$ cat config.mk
export PLATFORM = sky130hd
export DESIGN_NAME = i2c_eeprom_seq
export DESIGN_NICKNAME = d
export VERILOG_FILES = /design/src/rtl/i2c_eeprom_seq.sv
export SDC_FILE = /design/constraint.sdc
export NUM_CORES = 1
export LEC_CHECK = 0
export ABC_AREA = 1
export CAP_MARGIN = 10
export CORE_UTILIZATION = 35
export DETAILED_ROUTE_END_ITERATION = 12
export PLACE_DENSITY = 0.58
export SETUP_SLACK_MARGIN = 0.02
export SLEW_MARGIN = 20
export SYNTH_ARGS = -nofsm -noshare
export SYNTH_HDL_FRONTEND = slang
export SYNTH_SLANG_ARGS = --single-unit
$ cat constraint.sdc
create_clock -name clk -period 2.19 [get_ports clk]
set_input_delay 0.438 -clock clk [delete_from_list [all_inputs] [get_ports clk]]
set_output_delay 0.438 -clock clk [all_outputs]
set_load 0.02 [all_outputs]
$ cat src/rtl/i2c_eeprom_seq.sv
// i2c_eeprom_seq: byte-write / random-read EEPROM transaction sequencer driving an I2C byte controller.
module i2c_eeprom_seq #(
   parameter int TIMEOUT_CYC = 65535,
   parameter int TO_W        = 16
) (
   input  logic       clk,
   input  logic       rst,
   input  logic       req_valid,
   output logic       req_ready,
   input  logic       req_rw,
   input  logic [6:0] req_dev,
   input  logic [7:0] req_word,
   input  logic [7:0] req_wdata,
   output logic       rsp_valid,
   output logic [7:0] rsp_rdata,
   output logic [1:0] rsp_err,
   output logic       cmd_start,
   output logic       cmd_stop,
   output logic       cmd_read,
   output logic       cmd_write,
   output logic       cmd_ack_in,
   output logic [7:0] cmd_din,
   input  logic       cmd_ack,
   input  logic       rx_ack,
   input  logic [7:0] rx_dout,
   input  logic       i2c_al
);
   typedef enum logic [2:0] {IDLE, DEV_W, WORD, WDATA, DEV_R, RDATA, ERR_STOP, DONE} state_t;
   state_t state, nxt;
   logic rw, gap, active, ack, tmo;
   logic [6:0] dev;
   logic [7:0] word, wdata;
   logic [1:0] err;
   logic [TO_W-1:0] cnt;
   // gap marks the cycle after an accepted cmd_ack, when every command bit must be low
   assign active = state != IDLE && state != DONE;
   assign ack    = active && cmd_ack && !gap;
   assign tmo    = active && cnt == TO_W'(TIMEOUT_CYC);
   always_ff @(posedge clk or posedge rst)
      if (rst) state <= IDLE;
      else state <= nxt;
   always_comb begin
      nxt = state;
      case (state)
         IDLE:    nxt = req_valid ? DEV_W : IDLE;
         DONE:    nxt = IDLE;
         default:
            if (i2c_al) nxt = DONE;
            else if (ack)
               case (state)
                  DEV_W:   nxt = rx_ack ? ERR_STOP : WORD;
                  WORD:    nxt = rx_ack ? ERR_STOP : (rw ? DEV_R : WDATA);
                  DEV_R:   nxt = rx_ack ? ERR_STOP : RDATA;
                  default: nxt = DONE;
               endcase
            else if (tmo) nxt = DONE;
      endcase
   end
   always_ff @(posedge clk or posedge rst)
      if (rst) begin
         rw        <= 1'b0;
         dev       <= 7'h00;
         word      <= 8'h00;
         wdata     <= 8'h00;
         err       <= 2'd0;
         cnt       <= '0;
         gap       <= 1'b0;
         rsp_rdata <= 8'h00;
      end else begin
         gap <= ack;
         cnt <= (nxt != state) ? '0 : active ? cnt + 1'b1 : '0;
         if (state == IDLE && req_valid) begin
            rw    <= req_rw;
            dev   <= req_dev;
            word  <= req_word;
            wdata <= req_wdata;
            err   <= 2'd0;
         end else if (active) begin
            if (i2c_al) err <= 2'd2;
            else if (ack && rx_ack && state inside {DEV_W, WORD, WDATA, DEV_R}) err <= 2'd1;
            else if (!ack && tmo) err <= 2'd3;
         end
         if (state == RDATA && ack && !i2c_al) rsp_rdata <= rx_dout;
      end
   always_comb begin
      cmd_start  = !gap && state inside {DEV_W, DEV_R};
      cmd_write  = !gap && state inside {DEV_W, WORD, WDATA, DEV_R};
      cmd_stop   = !gap && state inside {WDATA, RDATA, ERR_STOP};
      cmd_read   = !gap && state == RDATA;
      cmd_ack_in = cmd_read;
      cmd_din    = gap ? 8'h00 : state == DEV_W ? {dev, 1'b0} : state == WORD ? word :
                   state == WDATA ? wdata : state == DEV_R ? {dev, 1'b1} : 8'h00;
      req_ready  = state == IDLE;
      rsp_valid  = state == DONE;
      rsp_err    = rsp_valid ? err : 2'd0;
   end
endmodule
======== After elaboration in Yosys (flattened, before gate mapping) ========
Index checks and enable logic that the tools add are counted.
word-level totals
  flip-flop bits (word level) ............. 54
  input bits .............................. 38
  output and inout bits ................... 25
  word-level logic and storage cells ...... 68
cells by class
  $add $sub $neg .......................... 1
  equality and inequality tests ........... 10
  mux-type cells .......................... 23
  reductions and logical operators ........ 25
operators by type and width
  cell                     count
  $mux W8                  5
  $mux W16                 2
  $mux W3                  6
  $add A16 B1 Y16 const B  1
  $eq A16 B16 Y1 const B   1
  $logic_and A1 B1 Y1      14
  $mux W2                  7
  $eq A3 B3 Y1 const B     4
  $pmux W3 S3              1
  $reduce_bool A4 Y1       2
  $eq A3 B2 Y1 const B     2
  $pmux W3 S2              1
  $reduce_bool A3 Y1       2
  $reduce_bool A2 Y1       2
  $eq A3 B1 Y1 const B     1
  $logic_not A1 Y1         3
  $logic_not A3 Y1         1
  $ne A3 B3 Y1             1
  $ne A3 B3 Y1 const B     1
  $reduce_and A2 Y1        1
  $mux W1                  1

======== Logic depth before layout (Yosys ltp) ========
  word-level depth ........................ 11
  gate-level depth with buffers ........... 16
  gate-level depth less buffers ........... 15

======== Least setup slack after synthesis ========
Ideal clock, no wire load.
  kind .................................... register to output
  from .................................... reg state[2]
  to ...................................... out cmd_din[2]
  arrival ................................. 1.512 ns
  data required time ...................... 1.752 ns
  setup slack ............................. 0.240 ns
  stages on the path, launching flop included .. 7
  path buffers ............................ 1
  path through ............................ dfrtp_1 buf_6 inv_2 nand2_1 inv_1 a22oi_1 o31ai_1
between the ends
  cells in the longest elaborated chain, start to end .. 6
  elaborated cells between the ends (all ways) .. 9
  classes of those cells .................. eq/ne (4); mux (5)
ends and longest elaborated chain
  what                    line  source
  from (decl)             29    state_t state, nxt;
  from (signal assigned)  41    else state <= nxt;
  $eq A3 B3 Y1            92    state == WDATA ? wdata : state == DEV_R ? {dev, 1'b1} : 8'h00;
  $mux W8 (2 in a row)    92
  $mux W8                 91    cmd_din = gap ? 8'h00 : state == DEV_W ? {dev, 1'b0} : state == WORD ? word :
  $mux W8 * (2 in a row)  91
  to (decl)               22    output logic [7:0] cmd_din,
Mark *: on every way between the ends. The rest lies on a longest branch, timed or not.

======== Worst setup path after layout ========
  from .................................... reg state[2]
  to ...................................... out rsp_valid
between the ends
  cells in the longest elaborated chain, start to end .. 1
ends and longest elaborated chain
  what          line  source
  $eq A3 B3 Y1  94    rsp_valid = state == DONE;
  to (decl)     14    output logic rsp_valid,
No other way between the ends.

==> reports/metrics.yaml <==
fin_nets: 458
antenna_found_initial: 0
irDropWorstVdd_uv: 484
path_buf_inv: 3
worst_setup_path_start_kind: "flip-flop"
coreArea_um2: 8180
synth.ff_latch_count: 54
synth_common_cells: "dfrtp_1 (54), nand2_1 (54), inv_1 (35), mux2_2 (29), nand3_1 (23)"
dp.cells: 510
topRoutingLayerUsed: "met4"
yosys_warnings: 0
crit_family: "buffers and inverters"
register_area_um2: 1360
worst_pin_slew_ps: 340
drtPass1Iterations: 6
clk_pin_slew_ps: 100
ctsHoldBuffers: 0
path_cells: "buf_4, nand3_2, inv_1, clkdlybuf4s50_1"
max_stage_delay_ps: 620
drt-met1-wl_um: 3200
power.share.clock: 0.105
endpoint_kind: "primary output"
switching_share: 0.421
power.switching_mw: 2.22
p_per_area_nw_per_um2: 1280
cts_tree: "yes"
dieArea_um2: 8780
setup-tns-final_ps: 0
fmax_ghz: 0.477
h-tree-depth: 2
fin_skew_ps: 4.64
synth.largest_area_cell: "dfrtp_1"
multiInputGateArea_um2: 1440
numCtsBuffers: 5
cap_violations: 0
fin_ws_ps: 91.8
fin_cells: 524
vias_per_cell: 4.68
antennaDiodeCount: 0
cp_slowest_cell: "clkdlybuf4s50_1"
synth.area.top_cells: "dfrtp_1 (46%), mux2_2 (11%), nand2_1 (6.9%), inv_1 (4.5%), nor2_4 (4.2%)"
port_buffers: 62
rows: 33
ys_seq_area_frac: 0.459
final.fill_count: 780
crit_arrival_ps: 1660
clock_path_buffers: 2
outcome: "finished clean"
fin_hold_ws_ps: 485
grtUsageTotal: 0.176
synth-edff-count: 0
syn_inst: 313
ios: 63
wl_met2_um: 3400
grt.overflow.total: 0
postSynth.asyncResetShare: 1.00
wl_met3_um: 357
hold_path_class: "input pin to asynchronous set/reset pin"
power.leakage_nw: 1.93
grt_pass1_wl_um: 12000
wire_per_inst_um: 13.4
synth.top_cell.area_share: 0.459
path_class: "flip-flop to primary output"
power_frac_seq: 0.304
clockRootBuffer: "clkbuf_8"
synth_area_per_cell_um2: 9.40
post-place-ws_ps: -96.1
synth_fp_nets: 352
cts_sinks: 54
required_ps: 1750
setup_viol: 0
start_util: 0.360
p_total_mw: 5.28
fin_crit_ps: 2100
clkLatencyLatePin_ps: 310
ant_nets: 0
final_area_um2: 4130
routed_wl_um: 7010
die_x_um: 93.7
gp_congestion: 0.805
grt_max_degree: 55
vias: 2452
synth-main-ff-cell: "dfrtp_1"
drtIter0Drc: 80
intPower_mw: 3.06
worstPathMaxFanout: 4
syn_to_final_growth_pct: 40.5
synth_cell_types: 36
netlist_area_um2: 2940
finalHoldViolCount: 0
slew-limit-headroom: 0.771
grt_pass1_vias: 2545
hpwl_um: 5250
route.detailed.drc: 0
rsz0062_at_grt: "true"
drive_gt1_frac: 0.351
timing.final.crit_share: 0.958
maxSlewViolCount: 0
utilization: 0.506
p_comb_frac: 0.591
die_y_um: 93.7
place_area_um2: 3960
layout by cell type, fill, tap and decap left out, types with 3 or more instances in the layout:
cell type and count:
inv_2 4, buf_4 39, nand4_1 4, buf_6 4, nand2_4 7, inv_1 33, dfrtp_2 3, nor2_2 5
a22oi_1 3, nor2_1 21, a31oi_1 3, nand3_2 3, nor2_4 13, a21oi_1 13, o21ai_0 12, buf_2 9
dfrtp_1 51, clkbuf_8 5, clkdlybuf4s50_1 46, nand3_1 22, nand2_1 51, mux2_2 29, buf_12 4, or2_2 6
worst register-to-register path, stage by stage (launching register included):
cell,delay [ps]
dfrtp_2,440
buf_4,150
nor2_4,140
buf_4,150
nand2_4,70
nand4_4,80
buf_4,150
nand2_1,70
nand3_2,70
nand2_1,60
nand2_1,60
nand2_1,60
nor2_2,150
nand2_4,110
buf_12,160
nor2_4,70
flip-flops by register name, indices dropped and copies added (netlist names):
signal	count
rw	1
gap	1
state	3
word	8
wdata	8
err	2
cnt	16
dev	7
rsp_rdata	8
final timing paths:
| check | to | slack, ps | depth (start not counted) | start |
|---|---|---|---|---|
| max | rsp_valid | 90 | 4 | state[2]$_DFF_PP0_ |
| min | rsp_rdata[1]$_DFFE_PP0P_ | 480 | 3 | rst |
| max reg2reg | cnt[5]$_DFF_PP0_ | 150 | 15 | state[1]$_DFF_PP0_ |
| min reg2reg | err[0]$_DFFE_PP0P_ | 480 | 2 | err[0]$_DFFE_PP0P_ |
| max in group asynchronous | state[0]$_DFF_PP0_ | 1450 | 3 | rst |
| min in group clk | err[0]$_DFFE_PP0P_ | 490 | 2 | err[0]$_DFFE_PP0P_ |
repair_timing:
action                                  in CTS  in global routing
pin swaps                                    2                  7
resized for setup                           61                 22
endpoints found under the setup margin      16                 30
setup buffers                                2                  5
power groups by stage:
stage	clock network, mW	logic (mW)	registers (mW)
final	0.555	3.12	1.60
after global routing	0.622	3.40	1.65
after detailed placement	0	3.11	1.61
after floorplan	0	1.75	1.59
after CTS	0.583	3.04	1.59
after global placement	0	3.11	1.59
layout make-up:
class / count / area share
Multi-Input combinational cell: 213 / 0.349
Clock buffer: 5 / 0.0166
Clock inverter: 2 / 0.00333
Tap cell: 105 / 0.0318
Timing Repair Buffer: 108 / 0.238
Sequential cell: 54 / 0.328
Inverter: 37 / 0.0336
routing by layer:
metal,up-vias,global-route usage
li1,1249,-
met1,1144,0.232
met2,55,0.295
met3,4,0.0372
met4,0,0.0423
met5,-,0
logic make-up after synthesis:
kind of cell               after synthesis  share of synthesized area
adders and majority gates                1                    0.00425
muxes                                   29                      0.111
DFF                                     54                      0.459
and+or+nand+nor                        140                      0.267
buffers and inverters                   46                     0.0723
AOI/OAI and AO/OA                       43                     0.0863
Power figures use the tool's default switching activity.
